===== src/rtl/gfx_pkg.sv =====
// Shared graphics-pipeline types: float words, vec4 lane indices and the
// vertex feeder state encoding.
package gfx_pkg;

  typedef logic [31:0] float_t;

  localparam float_t FLOAT_ONE = 32'h3f800000;

  localparam int POS_X = 3;
  localparam int POS_Y = 2;
  localparam int POS_Z = 1;
  localparam int POS_W = 0;

  typedef enum logic [1:0] {
    ST_IDLE  = 2'd0,
    ST_ISSUE = 2'd1,
    ST_DRAIN = 2'd2,
    ST_DONE  = 2'd3
  } feeder_state_t;

endpackage


===== src/rtl/valid_delay.sv =====
// Fixed-depth valid shift register; valid_o is valid_i delayed by DEPTH cycles.
module valid_delay #(
  parameter int DEPTH = 2
) (
  input  logic clk_i,
  input  logic rst_i,
  input  logic valid_i,
  output logic valid_o
);

  logic [DEPTH-1:0] pipe_q;

  always_ff @(posedge clk_i or posedge rst_i) begin
    if (rst_i) begin
      pipe_q <= '0;
    end else begin
      pipe_q <= (pipe_q << 1) | DEPTH'(valid_i);
    end
  end

  assign valid_o = pipe_q[DEPTH-1];

endmodule


===== src/rtl/vertex_feeder.sv =====
// Reads N xyz vertices from BRAM, appends w=1.0 and strobes them into the
// transformation unit, bounding vertices in flight by counting its returns.
module vertex_feeder
  import gfx_pkg::*;
#(
  parameter int ADDR_WIDTH   = 10,
  parameter int MEM_LATENCY  = 2,
  parameter int ISSUE_GAP    = 1,
  parameter int MAX_INFLIGHT = 16
) (
  input  logic                  clk_in,
  input  logic                  rst_in,
  input  logic                  start_in,
  input  logic [ADDR_WIDTH:0]   num_vertices_in,
  output logic [ADDR_WIDTH-1:0] mem_addr_out,
  output logic                  mem_rd_out,
  input  logic [95:0]           mem_data_in,
  output float_t                pos [3:0],
  output logic                  valid_out,
  input  logic                  result_valid_in,
  output logic                  busy_out,
  output logic                  done_out,
  output feeder_state_t         state_out
);

  localparam int CW = ADDR_WIDTH + 1;
  localparam int IW = $clog2(MAX_INFLIGHT + 1);
  localparam int GW = (ISSUE_GAP > 1) ? $clog2(ISSUE_GAP) : 1;
  localparam logic [CW-1:0] MAX_COUNT  = {1'b1, {ADDR_WIDTH{1'b0}}};
  localparam logic [GW-1:0] GAP_RELOAD = GW'(ISSUE_GAP - 1);
  localparam logic [IW-1:0] INF_MAX    = IW'(MAX_INFLIGHT);

  // Handshake: valid_out is a one-cycle strobe with no backpressure; the only
  // flow control is the inflight bound released by result_valid_in returns.

  feeder_state_t         state_q, state_d;
  logic [CW-1:0]         n_q, n_d;
  logic [CW-1:0]         issued_q, issued_d;
  logic [CW-1:0]         returned_q, returned_d;
  logic [IW-1:0]         inflight_q, inflight_d;
  logic [GW-1:0]         gap_q, gap_d;
  logic [ADDR_WIDTH-1:0] addr_q, addr_d;
  logic                  rd_q, rd_d;
  logic                  busy_q, busy_d;
  logic                  done_q, done_d;
  logic                  valid_q;
  float_t                x_q, y_q, z_q;
  logic                  ret_ok;
  logic                  pipe_out;

  valid_delay #(.DEPTH(MEM_LATENCY)) u_pipe (
    .clk_i   (clk_in),
    .rst_i   (rst_in),
    .valid_i (rd_q),
    .valid_o (pipe_out)
  );

  always_comb begin
    // Returns with nothing outstanding are stray and must not underflow.
    ret_ok     = result_valid_in && (inflight_q != '0);
    state_d    = state_q;
    n_d        = n_q;
    busy_d     = busy_q;
    done_d     = 1'b0;
    issued_d   = issued_q + CW'(rd_q);
    returned_d = returned_q + CW'(ret_ok);
    inflight_d = inflight_q + IW'(rd_q) - IW'(ret_ok);
    gap_d      = rd_q ? GAP_RELOAD : ((gap_q != '0) ? gap_q - GW'(1) : '0);
    unique case (state_q)
      ST_IDLE: begin
        if (start_in) begin
          n_d        = (num_vertices_in > MAX_COUNT) ? MAX_COUNT : num_vertices_in;
          issued_d   = '0;
          returned_d = '0;
          gap_d      = '0;
          if (n_d == '0) begin
            state_d = ST_DONE;
            done_d  = 1'b1;
            busy_d  = 1'b0;
          end else begin
            state_d = ST_ISSUE;
            busy_d  = 1'b1;
          end
        end
      end
      ST_ISSUE: begin
        if (rd_q && (issued_d == n_q)) state_d = ST_DRAIN;
      end
      ST_DRAIN: begin
        if ((returned_q == n_q) && (inflight_q == '0)) begin
          state_d = ST_DONE;
          done_d  = 1'b1;
          busy_d  = 1'b0;
        end
      end
      ST_DONE: state_d = ST_IDLE;
      default: state_d = ST_IDLE;
    endcase
    // Read strobe is decided one cycle ahead so mem_rd_out is a flop.
    rd_d   = (state_d == ST_ISSUE) && (gap_d == '0) && (issued_d < n_d) &&
             (inflight_d < INF_MAX);
    addr_d = rd_d ? issued_d[ADDR_WIDTH-1:0] : addr_q;
  end

  always_ff @(posedge clk_in or posedge rst_in) begin
    if (rst_in) begin
      state_q    <= ST_IDLE;
      n_q        <= '0;
      issued_q   <= '0;
      returned_q <= '0;
      inflight_q <= '0;
      gap_q      <= '0;
      addr_q     <= '0;
      rd_q       <= 1'b0;
      busy_q     <= 1'b0;
      done_q     <= 1'b0;
      valid_q    <= 1'b0;
      x_q        <= '0;
      y_q        <= '0;
      z_q        <= '0;
    end else begin
      state_q    <= state_d;
      n_q        <= n_d;
      issued_q   <= issued_d;
      returned_q <= returned_d;
      inflight_q <= inflight_d;
      gap_q      <= gap_d;
      addr_q     <= addr_d;
      rd_q       <= rd_d;
      busy_q     <= busy_d;
      done_q     <= done_d;
      valid_q    <= pipe_out;
      if (pipe_out) begin
        x_q <= mem_data_in[95:64];
        y_q <= mem_data_in[63:32];
        z_q <= mem_data_in[31:0];
      end
    end
  end

  always_comb begin
    pos[POS_X] = x_q;
    pos[POS_Y] = y_q;
    pos[POS_Z] = z_q;
    pos[POS_W] = FLOAT_ONE;
  end

  assign mem_addr_out = addr_q;
  assign mem_rd_out   = rd_q;
  assign valid_out    = valid_q;
  assign busy_out     = busy_q;
  assign done_out     = done_q;
  assign state_out    = state_q;

endmodule


===== config.mk =====
export PLATFORM = sky130hd
export DESIGN_NAME = vertex_feeder
export DESIGN_NICKNAME = d
export VERILOG_FILES = /design/src/rtl/gfx_pkg.sv /design/src/rtl/valid_delay.sv /design/src/rtl/vertex_feeder.sv
export SDC_FILE = /design/constraint.sdc
export NUM_CORES = 1
export LEC_CHECK = 0
export ABC_AREA = 1
export CORE_ASPECT_RATIO = 1.75
export CORE_MARGIN = 4
export CORE_UTILIZATION = 41
export CTS_CLUSTER_SIZE = 14
export DETAILED_ROUTE_END_ITERATION = 10
export PLACE_DENSITY = 0.83
export SYNTH_ARGS = -nofsm -noshare
export SYNTH_HDL_FRONTEND = slang
export SYNTH_SLANG_ARGS = --single-unit

===== constraint.sdc =====
create_clock -name clk_in -period 4.7 [get_ports clk_in]
set_clock_uncertainty 0.2 [all_clocks]
set_input_delay 0.47 -clock clk_in [delete_from_list [all_inputs] [get_ports clk_in]]
set_output_delay 0.47 -clock clk_in [all_outputs]
set_load 0.01 [all_outputs]

==> results of run 1 <==
-- metal layers --
layer / track usage, % / vias up
met1: 22.0 / 2608
li1: - / 2592
met4: 9.47 / 0
met3: 8.08 / 42
met5: 0 / -
met2: 38.8 / 253
-- layout make-up --
| cell class | instances | area (µm²) | area share (%) |
|---|---|---|---|
| clock buffer | 19 | 443 | 4.40 |
| clock inverter | 13 | 215 | 2.14 |
| inverter | 83 | 315 | 3.13 |
| multi-input combinational | 412 | 2730 | 27.1 |
| sequential | 152 | 3810 | 37.8 |
| tap | 227 | 284 | 2.82 |
| timing repair buffer | 227 | 2270 | 22.6 |
-- layout by cell type (no fill, tap or decap), types with 3 or more instances in the layout --
cell             Yosys  final
nor2_4               3      3
nor3_1               9      9
nand2_1            102    102
o21ai_0             12     12
mux2_2              96     96
dfrtp_1            152    151
o22ai_1              9      9
clkbuf_16            0     17
nand3_1             31     31
inv_1               80     79
clkinvlp_4           0      5
xnor2_1              4      4
xor2_1               3      3
bufinv_16            0      5
a21oi_1             20     20
nand2_2              3      3
buf_4               33      4
ha_1                20     20
inv_6                0      3
nor2_1              36     36
conb_1               2     32
nand4_1             18     18
clkdlybuf4s50_1      0    222
-- power breakdown --
group	switching (mW)	internal (mW)	total [mW]
registers	0.482	1.94	2.42
clock network	0.557	0.962	1.52
logic	1.57	1.78	3.35
-- worst max-delay path, cell delays in order, from the launching register on --
cell and delay [ns]:
dfrtp_1 0.36, buf_4 0.18, ha_1 0.23, ha_1 0.21, nand2_1 0.19, inv_1 0.13
nand2_1 0.11, and2_1 0.16, inv_1 0.05, nor2_1 0.22, ha_1 0.30, a21oi_1 0.15
o21ai_0 0.09, nand2_1 0.07, o2111ai_1 0.13, a21oi_1 0.27, nand3_2 0.25, nand2_1 0.14
nand2_1 0.05
-- cell families (layout without fill, tap and decap cells) --
kind of cell / after synthesis / count (layout) / share of synthesized area [%]
other: 2 / 32 / 0.106
muxes: 96 / 96 / 15.3
and+or+nand+nor: 210 / 210 / 13.3
adders and majority gates: 21 / 21 / 3.83
buffers and inverters: 133 / 342 / 9.13
AOI/OAI and AO/OA: 46 / 46 / 3.58
DFF: 152 / 152 / 53.9
xor gates and xnor gates: 7 / 7 / 0.868
-- final timing paths --
check	to	slack [ns]	cells after the start	startpoint
max in group asynchronous	z_q[3]$_DFFE_PP0P_	2.86	3	rst_in
min in group asynchronous	y_q[31]$_DFFE_PP0P_	0.37	2	rst_in
hold / removal	u_pipe.pipe_q[1]$_DFF_PP0_	0.15	0	u_pipe.pipe_q[0]$_DFF_PP0_
setup reg to reg	mem_addr_out[7]$_DFFE_PP0P_	1.09	18	mem_rd_out$_DFF_PP0_
hold reg to reg	u_pipe.pipe_q[1]$_DFF_PP0_	0.15	0	u_pipe.pipe_q[0]$_DFF_PP0_
setup / recovery	mem_addr_out[7]$_DFFE_PP0P_	1.09	18	mem_rd_out$_DFF_PP0_
-- sequential cells by signal, indices dropped and copies added, names as in the netlist --
signal and flops:
u_pipe.pipe_q 2, mem_rd_out 1, returned_q 11, state_out 2
valid_out 1, x_q 32, y_q 32, busy_out 1
done_out 1, mem_addr_out 10, z_q 32, n_q 11
inflight_q 5, issued_q 11
==> results.txt, run 1 <==
* Maximum buffer depth of the clock tree: 2
* Req. time, crit path: 4.81 ns
- During synthesis, Yosys emitted a total of 0 warnings.
* Cell at the root of the clock tree: clkbuf_16
- Height of the die: 182 µm
- First-pass detailed-route iteration total: 5
- STA classifies the critical path endpoint as a flip-flop.
- IR analysis of the VDD net gives a maximum drop of 0.318 mV.
- After clock tree synthesis, the repair step resized 0 gates.
- Sequential fraction of the synthesis area: 53.9%
- Seq cells post-synth: 152
- Diode count: 0
- Summed over all cells, the static leakage comes to between 4 and 5 nW.
- Top cell type by total area after synthesis: dfrtp_1
- Period Utilization, post-route: about 77%
- Setup violations remaining at the end of the flow were counted as 0.
* Highest layer used for signal routing: met4
* Count of input and output buffers: between 200 and 250
- After layout, the design draws a total of 7.29 mW.
- Mean area per synthesized cell: about 11 µm²
* Quantity of hold-fixing buffers added after cts: 0
- Placeable Area: 16,900 µm²
- Max-cap viol count: 0
- Summing all placed instances gives a cell area of 9400 µm².
* Vias in the first global route: approximately 5,800
- Buffer count from post-CTS setup fixing: 0
* Routed length on met2: 10.7 mm
- After detailed placement, the design holds a cell count of between 1,000 and 1,500.
- Summed over all failing endpoints, the final setup total negative slack is 0 ns.
- Register clock-pin slew on the reported worst setup and hold paths: about 0.060 ns
* Yosys top cell area share: between 50% and 60%
- Global routing finished with a remaining overflow of 0.
- For this block, the initial DRC count from the detailed router was 174.
* Starting density of the core: 41.7%
* Detail Placement HPWL: 16.0 mm
- Total DRC errors in the routed layout: 0
- Fill cells in the final layout number 1,381.
- Top fanout value on the critical path: 11
* Via density per instance: 4.85
- Summing every instance area after synthesis gives just over 7000 µm².
* Number of nets in the finished design: 1,025
- In this run the number of H-tree levels came out at 4.
- Dividing the detail-routed wire length by the instance count gives around 18 µm.
- Largest net degree at the start of global routing: ~110
* Metal1 wirelength: slightly above 7 mm
* Worst setup path category: reg -> reg
* Number of placement rows: 63
* Fraction of final layout cells sized beyond drive strength 1: between 10% and 20%
* Antenna viol nets, final: 0
- The run finished with clean final reports.
- Number of hold violations in the final report: 0
- Number of distinct library cells after synthesis: 36
- The floorplan step set the die width to 107 µm.
- Type of origin of the critical path: flip-flop
- Global-route usage over all layers: 21.6%
- The area growth from synthesis to layout is 42.5%.
- Worst-case setup margin in the final layout: about 1.1 ns
- Tmin final: 3.61 ns
- Clock latency of the later-clocked register in the worst-skew pair: 0.42 ns
* Final Wtd Congestion: roughly 0.94
* Class of the tightest hold or removal check: reg -> reg
* Final design area excluding fillers: ~10,000 µm²
* Power Dens Cells: ~720 nW/µm²
- Among all cell types in the netlist, the one instantiated most often is dfrtp_1.
- Unrepaired setup endpoints after global routing: false
* Cell count after synthesis: 667
* Die Area: 19,500 µm²
* Met3 routed wirelength: 2.13 mm
* DP Worst Slack: 0.713 ns
- Vias post-DR: 5,495
- Primary FF master, synth: dfrtp_1
* Drt total wl: 20.6 mm
* Post-route core utilization: 59.4%
- The clock drives ~150 sinks.
- Post-layout instance count excluding filler cells: 1,133
- At the pin with the least slew margin, the transition time is 0.959 ns.
* Pins over their slew limit: 0
* Number of antenna violations at the first check in global routing: 0
* Wire length of the first global-routing pass: 31.9 mm
* Headroom to the max-slew limit: 36.1%
* Post-synthesis async set-or-reset flop share: 100%
- CTS tree: done
* Number of CTS-inserted buffers: 17
* Ports: roughly 260
- Count of flip-flops with a built-in enable after synthesis: 0
- After synthesis, the most frequently instantiated cells are dfrtp_1, nand2_1, mux2_2, inv_1, nor2_1.
- After synthesis, the cell types taking the most area are dfrtp_1, mux2_2, nand2_1, inv_1, ha_1.
- At the worst endpoint, the arrival time is 3.72 ns.
- Derived from the worst setup path, the maximum achievable clock frequency is 0.277 GHz.
- On the final layout, the worst hold slack is 0.149 ns.
No activity file was read; power rests on OpenSTA's default activity.
==> run 2: changes to the inputs <==
--- a/config.mk
+++ b/config.mk
@@ -8,10 +8,10 @@
 export ABC_AREA = 1
 export CORE_ASPECT_RATIO = 1.75
 export CORE_MARGIN = 4
-export CORE_UTILIZATION = 41
+export CORE_UTILIZATION = 45
 export CTS_CLUSTER_SIZE = 14
 export DETAILED_ROUTE_END_ITERATION = 10
-export PLACE_DENSITY = 0.83
+export PLACE_DENSITY = 0.87
 export SYNTH_ARGS = -nofsm -noshare
 export SYNTH_HDL_FRONTEND = slang
 export SYNTH_SLANG_ARGS = --single-unit
==> constraint.sdc (replaced) <==
create_clock -name clk_in -period 3.75 [get_ports clk_in]
set_clock_uncertainty 0.2 [all_clocks]
set_input_delay 0.375 -clock clk_in [delete_from_list [all_inputs] [get_ports clk_in]]
set_output_delay 0.375 -clock clk_in [all_outputs]
set_load 0.01 [all_outputs]
==> results.txt, run 2 (same netlist as run 1, synthesis figures left out) <==
- Number of hold violations in the final report: 0 (unchanged)
- The number of pins exceeding their max-slew limit in the final report is 0 (unchanged).
* Filler cells: 1,145 (-17%)
* Period Utilization, post-route: 91.6% (+15 points)
- Req. time, crit path: 3.84 ns (-0.97 ns)
- Type of element capturing the critical path: flip-flop
* Critical hold path startpoint: u_pipe.pipe_q[0]$_DFF_PP0_
* Total Negative Setup Slacks: 0 ns (unchanged)
- Overflow left after global routing: 0 (unchanged)
- The average wire per cell in the routed design came to 18.3 µm (+0.54%).
* Status: finished, final reports clean
- Routed length on met2: 10.7 mm (+0.45%)
* Maximum frequency from static timing analysis: 0.291 GHz (+5.2%)
- The placeable core area came to 15,400 µm² (-9.2%).
- RR Startpoint: inflight_q[2]$_DFF_PP0_
- The worst setup path is of the reg -> reg kind.
* Antenna viol nets, final: 0 (unchanged)
- The worst register-to-register path ends at mem_addr_out[1]$_DFFE_PP0P_.
- Global-route usage over all layers: 22.3% (+0.69 points)
- Ports: 255 (unchanged)
* Final Wtd Congestion: 1.07 (+14%)
* Quantity of hold-fixing buffers added after cts: 0 (unchanged)
- The via density per instance is 5.02 (+3.6%).
* Highest layer used for signal routing: met4
- LEAKAGE: 4.54 nW (+0.21%)
- The total number of vias was 5,517 (+0.40%).
- Wire length of the first global-routing pass: 30.0 mm (-6.0%)
* Number of instances resized during post-cts repair: 0 (unchanged)
- The worst hold path belongs to the class reg -> reg.
* Drt initial violations: 164 (-5.7%)
* Unrepaired setup endpoints after global routing: false
* Count of input and output buffers: 222 (unchanged)
* Number of CTS-inserted buffers: 17 (unchanged)
* Leading cell types in the layout, fill and taps excluded: clkdlybuf4s50_1, dfrtp_1, nand2_1
- The total setup buffers inserted after CTS is 0 (unchanged).
- Number of placement rows: 60 (-4.8%)
- Worst-case hold path end point: u_pipe.pipe_q[1]$_DFF_PP0_
* Post-layout instance count excluding filler cells: 1,098 (-3.1%)
- The largest voltage drop on the vdd net came to 0.425 mV (+34%).
- The number of sinks handled by clock tree synthesis came to 152 (unchanged).
* Die outline width: 103 µm (-4.2%)
- Commonest non-fill, non-tap cell in the layout: clkdlybuf4s50_1
- Tmin final: 3.43 ns (-0.180 ns)
- Cell Count Post-Placement: 1,067 (-3.1%)
- The worst reg-to-reg setup slack was 0.32 ns (-0.77 ns).
- Fraction of final layout cells sized beyond drive strength 1: 16.7% (+0.66 points)
* Type of origin of the critical path: flip-flop
- The worst-case headroom to the max-slew limit was 47.3% (+11 points).
- Met3 routed wirelength: 1.77 mm (-17%)
* Starting density of the core: 45.9% (+4.2 points)
- The arrival time at the worst endpoint was 3.53 ns (-0.19 ns).
* CTS tree: done
- The number of setup violations in the final report was 0 (unchanged).
- FF-to-FF path depth: 17 (-1)
* Largest registers ranked by flip-flop count: x_q: 32 flops, y_q: 32 flops, z_q: 32 flops
* Total DRC errors in the routed layout: 0 (unchanged)
* Number of nets in the finished design: 1,032 (+0.68%)
* Power Dens Cells: 890 nW/µm² (+23%)
- Clock latency of the later-clocked register in the worst-skew pair: 0.41 ns (about the same)
- Die Area: 17,800 µm² (-8.4%)
* Least-Margin Pin Slew: 0.791 ns (-0.168 ns)
- Detail Placement HPWL: 16.0 mm (-0.41%)
* First-pass detailed-route iteration total: 4 (-1)
- The maximum number of pins on one net before global-route repair is 68 (-40%).
- The H-tree depth reported by CTS came to 4 (unchanged).
- The hold-critical path depth came to 0 (unchanged).
- The count of antenna diodes in the layout came to 0 (unchanged).
- Top fanout value on the critical path: 11 (unchanged)
- Number of antenna violations at the first check in global routing: 0 (unchanged)
- Register clock-pin slew on the reported worst setup and hold paths: 0.06 ns (about the same)
- Maximum buffer depth of the clock tree: 2 (unchanged)
- The total routed wire length on the met1 layer is 6.56 mm (-7.5%).
- Layout area overhead: 41.5%
* Vias in the first global route: 5,687 (-1.2%)
- The detailed-route wire length is 20.1 mm (-2.6%).
* Height of the die: 174 µm (-4.4%)
- Cell at the root of the clock tree: clkbuf_16
- Max-cap viol count: 0 (unchanged)
[run 2: worst max path at each step]
stage / startpoint / end / slack (ns)
6_report: inflight_q[2]$_DFF_PP0_ / mem_addr_out[1]$_DFFE_PP0P_ / 0.32
5_1_grt: inflight_q[3]$_DFF_PP0_ / mem_addr_out[4]$_DFFE_PP0P_ / 0.04
4_1_cts: inflight_q[2]$_DFF_PP0_ / mem_addr_out[1]$_DFFE_PP0P_ / 0.28
3_5_place_dp: num_vertices_in[8] / mem_addr_out[1]$_DFFE_PP0P_ / 0.07
3_3_place_gp: num_vertices_in[9] / mem_addr_out[5]$_DFFE_PP0P_ / 0.15
2_1_floorplan: inflight_q[3]$_DFF_PP0_ / mem_addr_out[5]$_DFFE_PP0P_ / 0.73
[run 2: cell type report]
type	count	area, µm²	area share (%)
sequential	152	3810	38.1
multi-input combinational	412	2730	27.3
timing repair buffer	234	2340	23.4
clock buffer	18	439	4.40
inverter	83	315	3.16
tap	186	233	2.33
clock inverter	13	135	1.35
[run 2: layer usage]
metal	GRT usage [%]	up-vias
met2	40.5	248
li1	-	2601
met5	0	-
met1	21.4	2617
met3	6.40	51
met4	13.0	0
[run 2: critical path: stages, from the launching register on]
cell and delay (ns):
dfrtp_1 0.38, inv_1 0.08, ha_1 0.15, nand3_1 0.08, nor2_1 0.13, nor2_1 0.08
ha_1 0.27, inv_1 0.05, ha_1 0.15, inv_1 0.06, fa_1 0.40, o21ai_0 0.23
xnor2_1 0.22, o2111ai_1 0.16, a21oi_1 0.22, nand3_2 0.25, nand2_1 0.14, nand2_1 0.05
[run 2: metrics by stage]
step / util, % / total power, mW / cell area (µm²) / setup WS (ns) / hold slack (ns)
floorplan: - / 5.28 / 7180 / 0.733 / 0.131
global placement: 61.2 / 7.13 / 9420 / 0.145 / 0.134
detailed placement: 61.2 / 7.28 / 9420 / 0.0694 / 0.137
CTS: 64.9 / 8.98 / 9990 / 0.284 / 0.148
global route: 64.9 / 9.48 / 9990 / 0.0390 / 0.163
finish: 64.9 / 8.89 / 9990 / 0.315 / 0.148
[run 2: power by group]
part / switching, mW / total [mW] / internal (mW)
logic: 1.97 / 4.22 / 2.25
clock network: 0.715 / 1.66 / 0.948
registers: 0.581 / 3.01 / 2.43
total: 3.27 / 8.89 / 5.62
==> run 3: changes to the inputs <==
--- a/config.mk
+++ b/config.mk
@@ -12,6 +12,7 @@
 export CTS_CLUSTER_SIZE = 14
 export DETAILED_ROUTE_END_ITERATION = 10
 export PLACE_DENSITY = 0.87
+export REMOVE_ABC_BUFFERS = 1
 export SYNTH_ARGS = -nofsm -noshare
 export SYNTH_HDL_FRONTEND = slang
 export SYNTH_SLANG_ARGS = --single-unit
==> results.txt, run 3 (same netlist as run 1, synthesis figures left out) <==
* Worst reg2reg setup slack: 0.23 ns (-0.09 ns)
* Register clock-pin slew on the reported worst setup and hold paths: 0.07 ns (about the same)
- Tmin final: 3.52 ns (+0.0897 ns)
- Pins over their slew limit: 0 (unchanged)
- First-pass detailed-route iteration total: 5 (+1)
* Diode count: 0 (unchanged)
- The clock insertion delay at the later pin of the skew report came to 0.41 ns (about the same).
- Antenna viol nets, final: 0 (unchanged)
- The internal power is 5.68 mW (+1.0%).
- Starting density of the core: 45.9% (unchanged)
* Total DRC errors in the routed layout: 0 (unchanged)
- Leading cell types in the layout, fill and taps excluded: clkdlybuf4s50_1, dfrtp_1, nand2_1
* Number of antenna violations at the first check in global routing: 0 (unchanged)
- Count of input and output buffers: 222 (unchanged)
- The via density per instance came to 5.05 (+0.55%).
- The endpoint required time on the critical path is 3.89 ns (+0.05 ns).
* Number of placement rows: 60 (unchanged)
* Power Dens Cells: 896 nW/µm² (+0.75%)
- The proportion of layout cells with a drive suffix above 1 came to 16.5% (-0.17 points).
- Maximum frequency from static timing analysis: 0.284 GHz (-2.5%)
- Footprint of the multi-input gates: 2740 µm² (+0.41%)
- Final Wtd Congestion: 0.950 (-11%)
- The total number of vias was 5,532 (+0.27%).
- Commonest non-fill, non-tap cell in the layout: clkdlybuf4s50_1
- Max-cap viol count: 0 (unchanged)
- The average wire per cell in the routed design came to 17.6 µm (-3.7%).
- Number of nets in the finished design: 1,029 (-0.29%)
* Drt initial violations: 150 (-8.5%)
- The final hold violation count is 0 (unchanged).
- Clock sink count: 152 (unchanged)
* Total Negative Setup Slacks: 0 ns (unchanged)
- The combined flip-flop and latch cell area is 3810 µm² (unchanged).
- Peak VDD IR: 0.385 mV (-9.3%)
- Detail Placement HPWL: 15.3 mm (-4.5%)
- Maximum buffer depth of the clock tree: 2 (unchanged)
- Worst setup path category: reg -> reg
- The overall power is 8.95 mW (+0.66%).
* Period Utilization, post-route: 94.0% (+2.4 points)
- Headroom to the max-slew limit: 59.1% (+12 points)
- The area overhead of the layout relative to synthesis was 41.4% (about the same).
* Die outline width: 103 µm (unchanged)
* H-tree lvl count: 4 (unchanged)
- Unrepaired setup endpoints after global routing: false
* Count of endpoints failing setup in the final report: 0 (unchanged)
* Worst-case setup margin in the final layout: 0.226 ns (-0.0897 ns)
* Data arrival time of the critical path: 3.67 ns (+0.14 ns)
- Buffer count from post-CTS setup fixing: 0 (unchanged)
- Class of the tightest hold or removal check: reg -> reg
- Type of element capturing the critical path: flip-flop
- The part of the power in the clock network was 19.1% (+0.4 points).
* Overflow left after global routing: 0 (unchanged)
- Logic pwr share: 47.7% (+0.2 points)
- STA classifies the critical path startpoint as a flip-flop.
* Global-route usage over all layers: 21.8% (-0.49 points)
* Largest registers ranked by flip-flop count: x_q: 32 flops, y_q: 32 flops, z_q: 32 flops
* Ports: 255 (unchanged)
* Placeable Area: 15,400 µm² (unchanged)
* Vias in the first global route: 5,737 (+0.88%)
* Filler cells: 1,217 (+6.3%)
- Switching Fraction: 36.6% (-0.21 points)
- Wire length of the first global-routing pass: 30.0 mm (about the same)
- Drt total wl: 19.3 mm (-3.9%)
- TritonCTS built the clock tree.
* Top fanout value on the critical path: 10 (-1)
- Power dissipated by switching net loads: 3.27 mW (about the same)
- The actual slew at the worst max-slew pin was 0.614 ns (-0.177 ns).
- The placement-stage worst setup slack came to 0.0112 ns (-0.0582 ns).
- Number of CTS-inserted buffers: 17 (unchanged)
- Height of the die: 174 µm (unchanged)
* Part of the power in registers: 33.2% (-0.6 points)
- Largest net degree at the start of global routing: 67 (-1.5%)
* Cell at the root of the clock tree: clkbuf_16
- LEAKAGE: 4.53 nW (-0.21%)
* Die Area: 17,800 µm² (unchanged)
- The flow ran to the end, and the final reports show no timing, DRC or antenna violations.
-- run 3: per-layer routing --
layer | part of all wire (%) | wire, µm | vias to the layer above | global-route usage [%]
li1 | - | - | 2598 | -
met1 | 32 | 6240 | 2665 | 21.2
met2 | 56 | 10800 | 228 | 41.3
met3 | 7.7 | 1500 | 41 | 5.11
met4 | 4.0 | 777 | 0 | 10.4
met5 | 0 | 0 | - | 0
-- run 3: final cells by class --
type	instances	area share [%]
Clock inverter	14	1.63
Tap cell	186	2.33
Inverter	83	3.17
Multi-Input combinational cell	412	27.4
Clock buffer	17	4.26
Timing Repair Buffer	231	23.1
Sequential cell	152	38.1
-- run 3: worst max-delay path, stage by stage, from the launching register on --
cell and delay (ns):
dfrtp_1 0.40, inv_1 0.10, ha_1 0.16, nand3_1 0.08, nor2_1 0.13, nor2_1 0.08, ha_1 0.27, inv_1 0.05
ha_1 0.16, inv_1 0.06, fa_1 0.40, o21ai_0 0.26, xnor2_1 0.26, o2111ai_1 0.21, a21oi_2 0.22, buf_4 0.21
nand4_1 0.11, nand2_1 0.10
-- run 3: final timing paths --
check                                      startpoint                     endpoint  depth (start not counted)
setup / recovery              inflight_q[3]$_DFF_PP0_  mem_addr_out[0]$_DFFE_PP0P_                         17
hold / removal             u_pipe.pipe_q[0]$_DFF_PP0_   u_pipe.pipe_q[1]$_DFF_PP0_                          0
setup reg to reg              inflight_q[3]$_DFF_PP0_  mem_addr_out[0]$_DFFE_PP0P_                         17
hold reg to reg            u_pipe.pipe_q[0]$_DFF_PP0_   u_pipe.pipe_q[1]$_DFF_PP0_                          0
max in group asynchronous                      rst_in        issued_q[3]$_DFF_PP0_                          3
min in group asynchronous                      rst_in          x_q[22]$_DFFE_PP0P_                          2
-- run 3: power by group through the flow --
stage / clock (mW) / sequential, mW / combinational [mW]
after global routing: 1.82 / 3.08 / 4.64
final: 1.71 / 2.97 / 4.27
after detailed placement: 0 / 3.01 / 4.24
after global placement: 0 / 2.95 / 4.13
after floorplan: 0 / 3.25 / 1.94
after CTS: 1.75 / 2.98 / 4.26
-- run 3: through the flow --
stage                     hold WS, ns  util [%]  instance area, µm²  cells
after floorplan                 0.131         -                6840    647
after global placement          0.132      61.0                9380   1064
after detailed placement        0.135      61.0                9380   1064
after CTS                       0.148      64.8                9970   1095
after global routing            0.153      64.9                9980   1095
final                           0.148      64.9                9980   1095
-- run 3: what timing repair did --
item,in CTS,in global routing
gates resized for setup,0,2
hold buffers,0,0
endpoints found under the setup margin,0,10
